**config.mk**
```make
export PLATFORM = sky130hd
export DESIGN_NAME = lsu_axi_master
export DESIGN_NICKNAME = d
export VERILOG_FILES = /design/src/rtl/lsu_axi_master.sv
export SDC_FILE = /design/constraint.sdc
export NUM_CORES = 1
export LEC_CHECK = 0
export CAP_MARGIN = 30
export CORE_ASPECT_RATIO = 1.5
export CORE_MARGIN = 5
export CORE_UTILIZATION = 46
export CTS_BUF_LIST = sky130_fd_sc_hd__clkbuf_4
export DETAILED_ROUTE_END_ITERATION = 8
export HOLD_SLACK_MARGIN = 0.1
export PLACE_DENSITY_LB_ADDON = 0.3
export RECOVER_POWER = 50
export SETUP_SLACK_MARGIN = 0.3
export SLEW_MARGIN = 30
export SYNTH_ARGS = -nofsm -noshare
export SYNTH_HDL_FRONTEND = slang
export SYNTH_SLANG_ARGS = --single-unit
```
**constraint.sdc**
```tcl
create_clock -name clk_i -period 2.5 [get_ports clk_i]
set_input_delay 0.375 -clock clk_i [delete_from_list [all_inputs] [get_ports clk_i]]
set_output_delay 0.375 -clock clk_i [all_outputs]
set_load 0.005 [all_outputs]
```
**src/rtl/lsu_axi_master.sv**
```systemverilog
// lsu_axi_master
//   AXI4-Lite load/store unit sitting between the execute stage and the data
//   memory / crossbar. Handles one access at a time: loads use AR/R, stores
//   use AW/W/B. Sub-word loads are aligned and sign/zero extended; sub-word
//   stores get shifted data and a byte strobe. Each channel's valid/ready
//   output is held off by a programmable delay so slaves can be stressed.
//   Misaligned accesses (and size D on a 32-bit bus) complete with resp_err_o
//   without touching the bus; a non-OKAY xRESP also sets resp_err_o.
//
//   Optional build macro: LSU_LFSR_DELAY_EN
//     defined   -> each delay counter loads (LFSR[3:0] & delay parameter),
//                  LFSR x^16+x^14+x^13+x^11, seed 16'hACE1, advances every cycle
//     undefined -> delay counters load the parameters directly
//
// Ports
//   clk_i, rst_ni                clock (rising edge), async active-low reset
//   req_valid_i / req_ready_o    request handshake (ready only when idle)
//   req_wen_i                    1 = store, 0 = load
//   req_size_i                   0=B 1=H 2=W 3=D
//   req_unsigned_i               loads: zero-extend
//   req_addr_i, req_wdata_i      byte address, LSB-aligned store data
//   resp_valid_o                 one-cycle completion pulse
//   resp_rdata_o                 extended load data, 0 for stores/errors
//   resp_err_o                   misaligned or xRESP != OKAY
//   m_ar*/m_r*, m_aw*/m_w*/m_b*  AXI4-Lite master channels
//
// state  | meaning
// S_IDLE | waiting for a request, req_ready_o high
// S_AR   | delay then ARVALID until AR handshake
// S_R    | delay then RREADY until R handshake
// S_AW   | delay then AWVALID/WVALID until both handshakes done
// S_B    | delay then BREADY until B handshake
// S_RESP | resp_valid_o pulse
module lsu_axi_master #(
  parameter int ADDR_W = 32,
  parameter int DATA_W = 32,
  parameter int AR_DLY = 3,
  parameter int R_DLY  = 7,
  parameter int AW_DLY = 3,
  parameter int B_DLY  = 2
) (
  input  logic                clk_i,
  input  logic                rst_ni,
  input  logic                req_valid_i,
  output logic                req_ready_o,
  input  logic                req_wen_i,
  input  logic [1:0]          req_size_i,
  input  logic                req_unsigned_i,
  input  logic [ADDR_W-1:0]   req_addr_i,
  input  logic [DATA_W-1:0]   req_wdata_i,
  output logic                resp_valid_o,
  output logic [DATA_W-1:0]   resp_rdata_o,
  output logic                resp_err_o,
  output logic [ADDR_W-1:0]   m_araddr_o,
  output logic                m_arvalid_o,
  input  logic                m_arready_i,
  input  logic [DATA_W-1:0]   m_rdata_i,
  input  logic [1:0]          m_rresp_i,
  input  logic                m_rvalid_i,
  output logic                m_rready_o,
  output logic [ADDR_W-1:0]   m_awaddr_o,
  output logic                m_awvalid_o,
  input  logic                m_awready_i,
  output logic [DATA_W-1:0]   m_wdata_o,
  output logic [DATA_W/8-1:0] m_wstrb_o,
  output logic                m_wvalid_o,
  input  logic                m_wready_i,
  input  logic [1:0]          m_bresp_i,
  input  logic                m_bvalid_i,
  output logic                m_bready_o
);

  localparam int STRB_W = DATA_W / 8;
  localparam int OFF_W  = $clog2(STRB_W);

  localparam logic [2:0] S_IDLE = 3'd0;
  localparam logic [2:0] S_AR   = 3'd1;
  localparam logic [2:0] S_R    = 3'd2;
  localparam logic [2:0] S_AW   = 3'd3;
  localparam logic [2:0] S_B    = 3'd4;
  localparam logic [2:0] S_RESP = 3'd5;

  localparam logic [7:0] AR_DLY_C = 8'(AR_DLY);
  localparam logic [7:0] R_DLY_C  = 8'(R_DLY);
  localparam logic [7:0] AW_DLY_C = 8'(AW_DLY);
  localparam logic [7:0] B_DLY_C  = 8'(B_DLY);

  logic [2:0]        state_q, state_d;
  logic [7:0]        cnt_q, cnt_d;
  logic              wen_q, wen_d;
  logic [1:0]        size_q, size_d;
  logic              unsigned_q, unsigned_d;
  logic [ADDR_W-1:0] addr_q, addr_d;
  logic [DATA_W-1:0] wdata_q, wdata_d;
  logic [DATA_W-1:0] rdata_q, rdata_d;
  logic              err_q, err_d;
  logic              aw_done_q, aw_done_d;
  logic              w_done_q, w_done_d;

  logic [7:0]        dly_mask;
  logic              misaligned;
  logic              aw_hs, w_hs;
  logic [OFF_W-1:0]  off;
  logic [OFF_W+2:0]  sh_amt;
  logic [DATA_W-1:0] rd_shift;
  logic [DATA_W-1:0] ld_mask;
  logic              ld_sign;
  logic [DATA_W-1:0] ld_data;
  logic [STRB_W-1:0] strb_base;

`ifdef LSU_LFSR_DELAY_EN
  logic [15:0] lfsr_q;
  logic        lfsr_fb;

  // Right-shifting Fibonacci form of x^16+x^14+x^13+x^11.
  assign lfsr_fb = lfsr_q[0] ^ lfsr_q[2] ^ lfsr_q[3] ^ lfsr_q[5];

  always_ff @(posedge clk_i or negedge rst_ni) begin
    if (!rst_ni) lfsr_q <= 16'hACE1;
    else         lfsr_q <= {lfsr_fb, lfsr_q[15:1]};
  end

  assign dly_mask = {4'h0, lfsr_q[3:0]};
`else
  assign dly_mask = 8'hFF;
`endif

  // Size D only exists on a 64-bit bus; on a 32-bit bus it is reported like a misalignment.
  always_comb begin
    misaligned = 1'b0;
    case (req_size_i)
      2'd0:    misaligned = 1'b0;
      2'd1:    misaligned = req_addr_i[0];
      2'd2:    misaligned = |req_addr_i[1:0];
      default: misaligned = (DATA_W != 64) || (|req_addr_i[2:0]);
    endcase
  end

  assign off    = addr_q[OFF_W-1:0];
  assign sh_amt = {off, 3'b000};

  assign req_ready_o  = (state_q == S_IDLE);
  assign m_arvalid_o  = (state_q == S_AR) && (cnt_q == 8'd0);
  assign m_rready_o   = (state_q == S_R)  && (cnt_q == 8'd0);
  assign m_awvalid_o  = (state_q == S_AW) && (cnt_q == 8'd0) && !aw_done_q;
  assign m_wvalid_o   = (state_q == S_AW) && (cnt_q == 8'd0) && !w_done_q;
  assign m_bready_o   = (state_q == S_B)  && (cnt_q == 8'd0);
  assign aw_hs        = m_awvalid_o && m_awready_i;
  assign w_hs         = m_wvalid_o && m_wready_i;

  assign m_araddr_o   = {addr_q[ADDR_W-1:OFF_W], {OFF_W{1'b0}}};
  assign m_awaddr_o   = {addr_q[ADDR_W-1:OFF_W], {OFF_W{1'b0}}};
  assign m_wdata_o    = wdata_q << sh_amt;

  always_comb begin
    strb_base = '0;
    case (size_q)
      2'd0:    strb_base = STRB_W'(8'h01);
      2'd1:    strb_base = STRB_W'(8'h03);
      2'd2:    strb_base = STRB_W'(8'h0F);
      default: strb_base = STRB_W'(8'hFF);
    endcase
  end

  assign m_wstrb_o = strb_base << off;

  assign rd_shift = rdata_q >> sh_amt;

  always_comb begin
    ld_mask = '0;
    ld_sign = 1'b0;
    case (size_q)
      2'd0: begin
        ld_mask = DATA_W'(8'hFF);
        ld_sign = rd_shift[7];
      end
      2'd1: begin
        ld_mask = DATA_W'(16'hFFFF);
        ld_sign = rd_shift[15];
      end
      2'd2: begin
        ld_mask = DATA_W'(32'hFFFF_FFFF);
        ld_sign = rd_shift[31];
      end
      default: begin
        ld_mask = '1;
        ld_sign = 1'b0;
      end
    endcase
  end

  assign ld_data = (rd_shift & ld_mask) | ((ld_sign && !unsigned_q) ? ~ld_mask : '0);

  assign resp_valid_o = (state_q == S_RESP);
  assign resp_err_o   = resp_valid_o && err_q;
  assign resp_rdata_o = (resp_valid_o && !err_q && !wen_q) ? ld_data : '0;

  always_comb begin
    state_d    = state_q;
    cnt_d      = cnt_q;
    wen_d      = wen_q;
    size_d     = size_q;
    unsigned_d = unsigned_q;
    addr_d     = addr_q;
    wdata_d    = wdata_q;
    rdata_d    = rdata_q;
    err_d      = err_q;
    aw_done_d  = aw_done_q;
    w_done_d   = w_done_q;

    case (state_q)
      S_IDLE: begin
        if (req_valid_i) begin
          wen_d      = req_wen_i;
          size_d     = req_size_i;
          unsigned_d = req_unsigned_i;
          addr_d     = req_addr_i;
          wdata_d    = req_wdata_i;
          err_d      = misaligned;
          aw_done_d  = 1'b0;
          w_done_d   = 1'b0;
          if (misaligned) begin
            state_d = S_RESP;
          end else if (req_wen_i) begin
            state_d = S_AW;
            cnt_d   = AW_DLY_C & dly_mask;
          end else begin
            state_d = S_AR;
            cnt_d   = AR_DLY_C & dly_mask;
          end
        end
      end
      S_AR: begin
        if (cnt_q != 8'd0) cnt_d = cnt_q - 8'd1;
        if (m_arvalid_o && m_arready_i) begin
          state_d = S_R;
          cnt_d   = R_DLY_C & dly_mask;
        end
      end
      S_R: begin
        if (cnt_q != 8'd0) cnt_d = cnt_q - 8'd1;
        if (m_rready_o && m_rvalid_i) begin
          rdata_d = m_rdata_i;
          err_d   = |m_rresp_i;
          state_d = S_RESP;
        end
      end
      S_AW: begin
        if (cnt_q != 8'd0) cnt_d = cnt_q - 8'd1;
        aw_done_d = aw_done_q || aw_hs;
        w_done_d  = w_done_q || w_hs;
        if (aw_done_d && w_done_d) begin
          state_d   = S_B;
          cnt_d     = B_DLY_C & dly_mask;
          aw_done_d = 1'b0;
          w_done_d  = 1'b0;
        end
      end
      S_B: begin
        if (cnt_q != 8'd0) cnt_d = cnt_q - 8'd1;
        if (m_bready_o && m_bvalid_i) begin
          err_d   = |m_bresp_i;
          state_d = S_RESP;
        end
      end
      S_RESP: begin
        state_d = S_IDLE;
      end
      default: begin
        state_d = S_IDLE;
      end
    endcase
  end

  always_ff @(posedge clk_i or negedge rst_ni) begin
    if (!rst_ni) begin
      state_q    <= S_IDLE;
      cnt_q      <= 8'd0;
      wen_q      <= 1'b0;
      size_q     <= 2'd0;
      unsigned_q <= 1'b0;
      addr_q     <= '0;
      wdata_q    <= '0;
      rdata_q    <= '0;
      err_q      <= 1'b0;
      aw_done_q  <= 1'b0;
      w_done_q   <= 1'b0;
    end else begin
      state_q    <= state_d;
      cnt_q      <= cnt_d;
      wen_q      <= wen_d;
      size_q     <= size_d;
      unsigned_q <= unsigned_d;
      addr_q     <= addr_d;
      wdata_q    <= wdata_d;
      rdata_q    <= rdata_d;
      err_q      <= err_d;
      aw_done_q  <= aw_done_d;
      w_done_q   <= w_done_d;
    end
  end

endmodule

```
* Word-level counts from Yosys, hierarchy flattened
Index checks and enable logic that the tools add are counted.
Word-level totals: register bits after elaboration 114, bits of input ports 112, word-level logic and storage cells 103
Operators by class: add/sub/neg operators 1, equality and inequality tests 15, shifts and indexed selects 3, multiplexer cells 29, bitwise logic cells 3, reduce and logical (&&, ||, !) cells 41
Operators by type and width (number):
- $mux W32 | 2
- $pmux W32 S2 | 1
- $mux W8 | 5
- $and A32 B32 Y32 | 1
- $not A32 Y32 | 1
- $or A32 B32 Y32 | 1
- $pmux W8 S4 | 1
- $shl A32 B5 Y32 | 1
- $shr A32 B5 Y32 | 1
- $mux W3 | 6
- $logic_and A1 B1 Y1 | 16
- $pmux W3 S5 | 1
- $pmux W1 S3 | 3
- $logic_not A8 Y1 | 1
- $ne A2 B1 Y1 const B | 4
- $pmux W4 S2 | 1
- $reduce_bool A8 Y1 | 1
- $reduce_or A2 Y1 | 4
- $sub A8 B1 Y8 const B | 1
- $eq A3 B2 Y1 const B | 2
- $eq A3 B3 Y1 const B | 2
- $mux W1 | 6
- $reduce_and A2 Y1 | 3
- $logic_not A1 Y1 | 5
- 16 further kinds | 22

* Logic depth before layout (Yosys ltp)
Gate-level depths: netlist (run 1).
depth in word-level cells 8, depth in mapped cells 9

* Worst setup path before layout (run 1)
No wires, ideal clock.
path type flip-flop to output port, start register addr_q[1], end output resp_rdata_o[16], arrival time 1.772 ns, path slack 0.353 ns, cell stages (with the launch flop) 8, path buffers 2, cell sequence dfrtp_1 -> clkbuf_1 -> mux2_2 -> a221oi_1 -> a211oi_1 -> o21ai_2 -> buf_4 -> nor2_1
On the way: cells in the longest elaborated chain, start to end 6
Ends and longest elaborated chain:
- from (decl) | RTL line 93 | logic [ADDR_W-1:0] addr_q, addr_d;
- from (signal assigned) | RTL line 294 | addr_q <= addr_d;
- $shr A32 B5 Y32 (*) | RTL line 167 | assign rd_shift = rdata_q >> sh_amt;
- $pmux W1 S3 | RTL line 172 | case (size_q)
- $logic_and A1 B1 Y1 | RTL line 192 | assign ld_data = (rd_shift & ld_mask) | ((ld_sign && !unsigned_q) ? ~ld_mask : '0);
- $mux W32 | RTL line 192
- $or A32 B32 Y32 (*) | RTL line 192
- $mux W32 (*) | RTL line 196 | assign resp_rdata_o = (resp_valid_o && !err_q && !wen_q) ? ld_data : '0;
- to (decl) | RTL line 52 | output logic [DATA_W-1:0] resp_rdata_o,
Mark *: on every way between the ends. The rest lies on a longest branch, timed or not.

* Worst setup path in the final report (run 1)
start register addr_q[1], end output resp_rdata_o[27]
Same word-level chain as after synthesis.

==> results.yml, run 1 <==
run_status:
  status: "finished with violations"
  violations: "capacitance limit, slew limit, setup timing"
timing:
  setup-violations-final: 25
  hold-worst-slack_ns: 0.439
  fmax_ghz: 0.349
  rsz0062_at_grt: "true"
  period_needed_ns: 2.86
  setup_ws_ns: -0.362
  setup-tns-final_ns: -6.00
  tightest_slew_ns: 1.60
  period_share: 1.14
  fin_skew_ns: 0.0210
  finalHoldViolCount: 0
  report.final.slew_viol_count: 115
  relSlewSlack: -0.0693
yosys:
  synth_fa_ha_area_frac: 0.00191
  postSynth.asyncResetShare: 1.00
  synthCells: 622
  synth_area_per_cell_um2: 10.5
  ys.flop_type: "dfrtp_1"
  synth-compound-area-share: 0.124
  synth_top_family_by_area: "multiplexers"
  synth_edf_count: 0
  yosysUniqueCellTypes: 56
  ys_ff_latch: 114
  synth_simple_gate_area_share: 0.105
  synth_top_cell_by_area: "dfrtp_1"
  synth-seq-area-share: 0.435
  yosysTopAreaCellShare: 0.435
  yosysWarningCount: 0
  synthXorXnorAreaFrac: 0.00134
  syn_area_um2: 6560
  synthMuxAreaShare: 0.224
  synth_area_leaders: "dfrtp_1 44%, mux2_2 14%, buf_4 7.4%"
layout:
  fin_cells: 1109
  fin_nets: 1016
  area_growth_pct: 63.5
  post-route-util: 0.766
  nFillCells: 830
  layout-drive-gt1-share: 0.471
grt:
  grt_use_total: 0.258
  grt_first_pass_wirelength_mm: 34.0
  grt_pass1_vias: 6456
  grt_start_max_net_pins: 115
  grt_overflow_total: 0
  grt_antenna_before_repair: 1
detailed_routing:
  wl_per_cell_um: 21.3
  first_pass_iters: 5
  vias: 6214
  drtIter0Drc: 286
  drcViolationCount: 0
  viasPerCell: 5.60
  wl_mm: 23.6
  drt.antenna.violating_nets: 0
floorplan:
  core-area_um2: 14000
  die_w_um: 107
  dieArea_um2: 16800
  rows: 53
  die_y_um: 156
  ios: 252
  initial_core_util: 0.468
clocking:
  cts_tree: "done"
  path_clk_slew_ns: 0.12
  htreeDepth: 4
  cts.sinks: 114
  cts-root-buf: "clkbuf_4"
  clockBufferDepth: 2
  cts_made_buffers: 17
  insertion_delay_ns: 0.53
power_and_ir_drop:
  power_frac_clock: 0.120
  p_seq_frac: 0.254
  p_leak_nw: 4.72
  combPwrFrac: 0.625
  ir_worst_vdd_mv: 0.681
  p_int_mw: 8.04
  swShare: 0.389
  p_sw_mw: 5.12
  power.density_nw_per_um2: 1230
hold_path:
  hold_path.class: "primary input to register"
placement:
  gp_congestion: 0.889
  dp_cells: 984
  dp_hpwl_mm: 14.0
  port_buffers: 247
critical_path:
  worstPathMaxFanout: 7
  crit_path_start_kind: "register"
  critPathKind: "register to primary output"
  end_kind: "primary output"
  cp.arrival_ns: 2.49
  required_ns: 2.12
run:
  cap_violations: 1
## Yosys cell counts (all sizes together), types with 3 or more instances
master,instances
inv,10
and2,13
or3,3
nor2b,17
a22oi,3
o31ai,3
nand2b,3
buf,88
dfrtp,114
a21oi,37
o21a,9
nor3,9
mux2,101
a211oi,24
nor2,40
a31oi,6
o21ai,22
mux2i,33
clkbuf,18
nand2,29
nand3,3
## per-layer routing
metal | vias to the layer above | wire, um | track usage
li1 | 2731 | - | -
met1 | 3041 | 8390 | 0.286
met2 | 358 | 12100 | 0.459
met3 | 84 | 1920 | 0.0638
met4 | 0 | 1180 | 0.123
met5 | - | 0 | 0
## cell usage in the layout, fill, tap and decap left out, drive strengths merged, types with 3 or more instances in the layout
cell / netlist / final
nor3: 9 / 9
nor2: 40 / 40
o31ai: 3 / 3
o21ai: 22 / 22
nand3: 3 / 3
o21a: 9 / 9
a31oi: 6 / 6
and2: 13 / 13
clkbuf: 18 / 27
clkinvlp: 0 / 3
a211oi: 24 / 24
mux2: 101 / 101
inv: 10 / 11
clkdlybuf4s15: 0 / 4
conb: 1 / 4
nor2b: 17 / 17
bufinv: 0 / 4
dlygate4sd3: 0 / 50
clkinv: 0 / 5
dfrtp: 114 / 114
clkdlybuf4s50: 0 / 121
a22oi: 3 / 3
a21oi: 37 / 37
nand2b: 3 / 3
mux2i: 33 / 33
nand2: 29 / 29
or3: 3 / 3
buf: 88 / 180
## sequential cells by signal (all words and copies together), names as in the netlist
register	flops
addr_q	32
aw_done_q	1
cnt_q	8
err_q	1
rdata_q	32
size_q	2
state_q	3
unsigned_q	1
w_done_q	1
wdata_q	32
wen_q	1
## worst max-delay path, cell delays in order (launching register included)
cell	delay, ns
dfrtp_2	0.42
mux2_2	0.41
mux2i_4	0.24
buf_4	0.16
a211oi_2	0.06
o21ai_2	0.16
buf_12	0.14
buf_8	0.12
buf_6	0.10
a21oi_2	0.02
buf_2	0.14
## through the flow
step / area [um2] / worst slack (ns) / total power, mW
2_1_floorplan: 6570 / 0.353 / 6.68
5_1_grt: 10700 / -0.444 / 13.8
3_3_place_gp: 8870 / 0.0963 / 8.98
6_report: 10700 / -0.362 / 13.2
3_5_place_dp: 8870 / -0.0346 / 9.17
4_1_cts: 10100 / -0.288 / 12.1
## kinds of logic (layout without fill, tap and decap cells)
logic type	Yosys count	count (layout)
AO/OA/AOI/OAI	123	123
XOR/XNOR	1	1
adder cells (fa/ha/maj)	1	1
buffers and inverters	116	407
flip-flops	114	114
multiplexers	134	134
other	1	5
AND/OR/NAND/NOR	132	132
## power groups by stage
stage                     Combinational [mW]  Clock, mW  Sequential (mW)
after detailed placement                5.91          0             3.25
after CTS                               7.18       1.61             3.27
after floorplan                         3.65          0             3.03
final                                   8.23       1.58             3.35
after global placement                  5.79          0             3.19
after global routing                    8.69       1.70             3.46
## what timing repair did
| item | 4_1_cts | 5_1_grt |
|---|---|---|
| hold buffers | 1 | 0 |
| cloned | 6 | 3 |
| setup endpoints to repair | 106 | 108 |
| pin swaps | 31 | 31 |
| endpoints found under the hold margin | 114 | 0 |
| gates resized for setup | 413 | 116 |
| buffers inserted | 50 | 32 |
## area by class of cell
class                           count  area [um2]  share of cell area
Clock buffer                       19         143              0.0133
Antenna cell                        1        2.50            0.000233
Inverter                           10        41.3             0.00385
Timing Repair Buffer              365        3570               0.333
Clock inverter                     13         184              0.0172
Multi-Input combinational cell    395        3680               0.343
Tap cell                          192         240              0.0224
Sequential cell                   114        2860               0.267
## path summary, 6_finish.rpt
| path | slack [ns] | start | cells past startpoint | to |
|---|---|---|---|---|
| max | -0.36 | addr_q[1]$_DFFE_PN0P_ | 10 | resp_rdata_o[27] |
| min | 0.44 | m_rdata_i[15] | 2 | rdata_q[15]$_DFFE_PN0P_ |
| max reg2reg | 0.14 | cnt_q[1]$_DFFE_PN0P_ | 12 | cnt_q[2]$_DFFE_PN0P_ |
| min reg2reg | 0.50 | rdata_q[3]$_DFFE_PN0P_ | 1 | rdata_q[3]$_DFFE_PN0P_ |
| max in group asynchronous | 0.44 | rst_ni | 3 | addr_q[0]$_DFFE_PN0P_ |
| min in group asynchronous | 0.88 | rst_ni | 3 | wdata_q[7]$_DFFE_PN0P_ |
Power figures use the tool's default switching activity.
==> run 2, diff against run 1 <==
Clock period 2.5 ns to 3.04 ns, I/O delays scaled along.
==> run 2 against run 1 <==
Routed wire length decreased by 14%. The run ends with capacitance limit, slew limit left. Global-route usage is 2.5 points lower. Critical path depth is 2 lower. Total power down 30%. Critical endpoint is now resp_rdata_o[29]. Utilization decreased by 7.4 points. Critical path type unchanged. Largest cell class unchanged. First-iteration DRC count down 29%. Sequential power down 21%.
==> results.yml, run 2 (synthesized netlist as in run 1, its figures left out) <==
run_status:
  status: "finished with violations"
  violations: "capacitance limit, slew limit"
hold_path:
  min_delay_path_depth: 1
  hold_path.class: "register to register"
  min_from: "rdata_q[3]$_DFFE_PN0P_"
  holdPathEnd: "rdata_q[3]$_DFFE_PN0P_"
power_and_ir_drop:
  p_sw_mw: 3.43
  p_seq_frac: 0.289
  combPwrFrac: 0.573
  p_int_mw: 5.75
  ir_worst_vdd_mv: 0.463
  power_frac_clock: 0.138
  p_leak_nw: 4.43
  swShare: 0.374
  power.density_nw_per_um2: 947
clocking:
  cts.sinks: 114
  insertion_delay_ns: 0.51
  cts_tree: "done"
  cts_made_buffers: 17
  clockBufferDepth: 2
  cts-root-buf: "clkbuf_4"
  path_clk_slew_ns: 0.11
  htreeDepth: 4
timing:
  setup-violations-final: 0
  relSlewSlack: -0.0605
  rsz0062_at_grt: "true"
  period_needed_ns: 2.83
  report.final.slew_viol_count: 115
  fin_skew_ns: 0.0222
  setup-tns-final_ns: 0
  setup_ws_ns: 0.214
  fmax_ghz: 0.354
  tightest_slew_ns: 1.59
  period_share: 0.930
  finalHoldViolCount: 0
floorplan:
  initial_core_util: 0.468
  core-area_um2: 14000
  ios: 252
  die_w_um: 107
  dieArea_um2: 16800
  rows: 53
  die_y_um: 156
critical_path:
  worstPathMaxFanout: 7
  critPathKind: "register to primary output"
  end_kind: "primary output"
  rrSetupSlack_ns: 0.36
  required_ns: 2.58
  max_stage_delay_ns: 0.45
  path_delay_family: "compound AO/OA/AOI/OAI gates"
  reg2reg_depth: 5
  r2r-end: "wdata_q[25]$_DFFE_PN0P_"
  cp.arrival_ns: 2.37
  crit_path_start_kind: "register"
  path_cells: "mux2_4 > a221oi_4 > a211oi_2 > o21ai_2 > buf_6 > buf_4 > a21oi_1 > buf_2"
  r2r_start: "state_q[1]$_DFFE_PN0P_"
  crit_slowest_cell: "dfrtp_2"
  crit_buf_inv: 3
placement:
  port_buffers: 247
  dp_slack_ns: 0.373
  dp_hpwl_mm: 13.8
  gp_congestion: 0.836
detailed_routing:
  first_pass_iters: 4
  drt.antenna.violating_nets: 0
  wl_met1_mm: 7.36
  wl_per_cell_um: 19.2
  drtIter0Drc: 203
  vias: 5741
  wl_mm: 20.3
  route.met2.wl_mm: 10.6
  wl_met3_mm: 1.60
  top_layer: "met4"
  viasPerCell: 5.45
  drcViolationCount: 0
grt:
  grt_start_max_net_pins: 115
  grt_pass1_vias: 5924
  grt_first_pass_wirelength_mm: 30.5
  grt_use_total: 0.233
  grt_overflow_total: 0
  grt_antenna_before_repair: 1
layout:
  final_common_cell: "clkdlybuf4s50_1"
  final_cell_mix: "138 x clkdlybuf4s50_1, 112 x dfrtp_1, 78 x mux2_2"
  area_growth_pct: 47.8
  post-route-util: 0.692
  fin_nets: 961
  largest_registers: "addr_q (32), rdata_q (32), wdata_q (32)"
  layout-drive-gt1-share: 0.298
run:
  cap_violations: 1
[run 2: cell count changes in the layout (fill, tap and decap cells not counted), moves of 11 or more]
cell	delta
buf_4	-12
o21ai_0	+12
buf_12	-12
dlygate4sd2_1	+11
clkdlybuf4s50_1	+17
buf_6	-29
dlymetal6s2s_1	+17
buf_2	-46
[run 2: cell type report]
class                   count  area (um2)
diodes                      1        2.50
clock buffers              18         135
clock inverters            13         185
fillers                  1069        4300
inverters                  10        37.5
multi-input cells         395        3240
flip-flops and latches    114        2860
well taps                 192         240
repair buffers            310        2990
[run 2: what timing repair did]
| item | 4_1_cts | 5_1_grt |
|---|---|---|
| pin swaps | 9 | 8 |
| hold buffers | 1 | 0 |
| hold endpoints to repair | 114 | 0 |
| buffers inserted | 27 | 13 |
| cloned | 3 | 2 |
| setup endpoints to repair | 70 | 53 |
| gates resized for setup | 135 | 60 |
[run 2: metrics by stage]
step / instances / cell area [um2] / hold slack, ns / power [mW]
floorplan: 625 / 6570 / 0.160 / 5.49
global placement: 975 / 8760 / 0.477 / 7.28
detailed placement: 975 / 8760 / 0.480 / 7.43
CTS: 1037 / 9460 / 0.476 / 9.13
global route: 1053 / 9690 / 0.490 / 9.77
finish: 1053 / 9690 / 0.497 / 9.18
[run 2: how the worst max path moves through the flow]
stage,to,start,slack [ns],cells past startpoint
2_1_floorplan,resp_rdata_o[16],addr_q[1]$_DFFE_PN0P_,0.81,7
3_5_place_dp,resp_rdata_o[29],addr_q[0]$_DFFE_PN0P_,0.37,7
4_1_cts,resp_rdata_o[6],state_q[1]$_DFFE_PN0P_,0.16,5
5_1_grt,resp_rdata_o[29],addr_q[1]$_DFFE_PN0P_,0.11,8
6_report,resp_rdata_o[29],addr_q[1]$_DFFE_PN0P_,0.21,8
3_3_place_gp,resp_rdata_o[30],addr_q[0]$_DFFE_PN0P_,0.48,7
[run 2: worst reg2reg max path: stages, from the launching register on]
cell and delay [ns]:
dfrtp_1 0.39, buf_4 0.20, nor3_2 0.33, and2_2 0.21, clkbuf_2 0.96, mux2_2 0.49
[run 2: layer usage]
| metal | vias to the layer above | GRT usage |
|---|---|---|
| li1 | 2608 | - |
| met1 | 2772 | 0.258 |
| met2 | 299 | 0.402 |
| met3 | 62 | 0.0770 |
| met4 | 0 | 0.107 |
| met5 | - | 0 |
[run 2: power by group through the flow]
stage / Combinational, mW / Sequential [mW] / Clock (mW)
after floorplan: 3.00 / 2.49 / 0
final: 5.26 / 2.65 / 1.26
after detailed placement: 4.72 / 2.71 / 0
after global routing: 5.65 / 2.75 / 1.37
after CTS: 5.18 / 2.66 / 1.29
after global placement: 4.62 / 2.65 / 0
==> run 3, diff against run 2 <==
Settings changed: SLEW_MARGIN 30 to unset.
==> results of run 3 <==
Same layout as run 2: the final DEF is identical, and so are final timing and power.
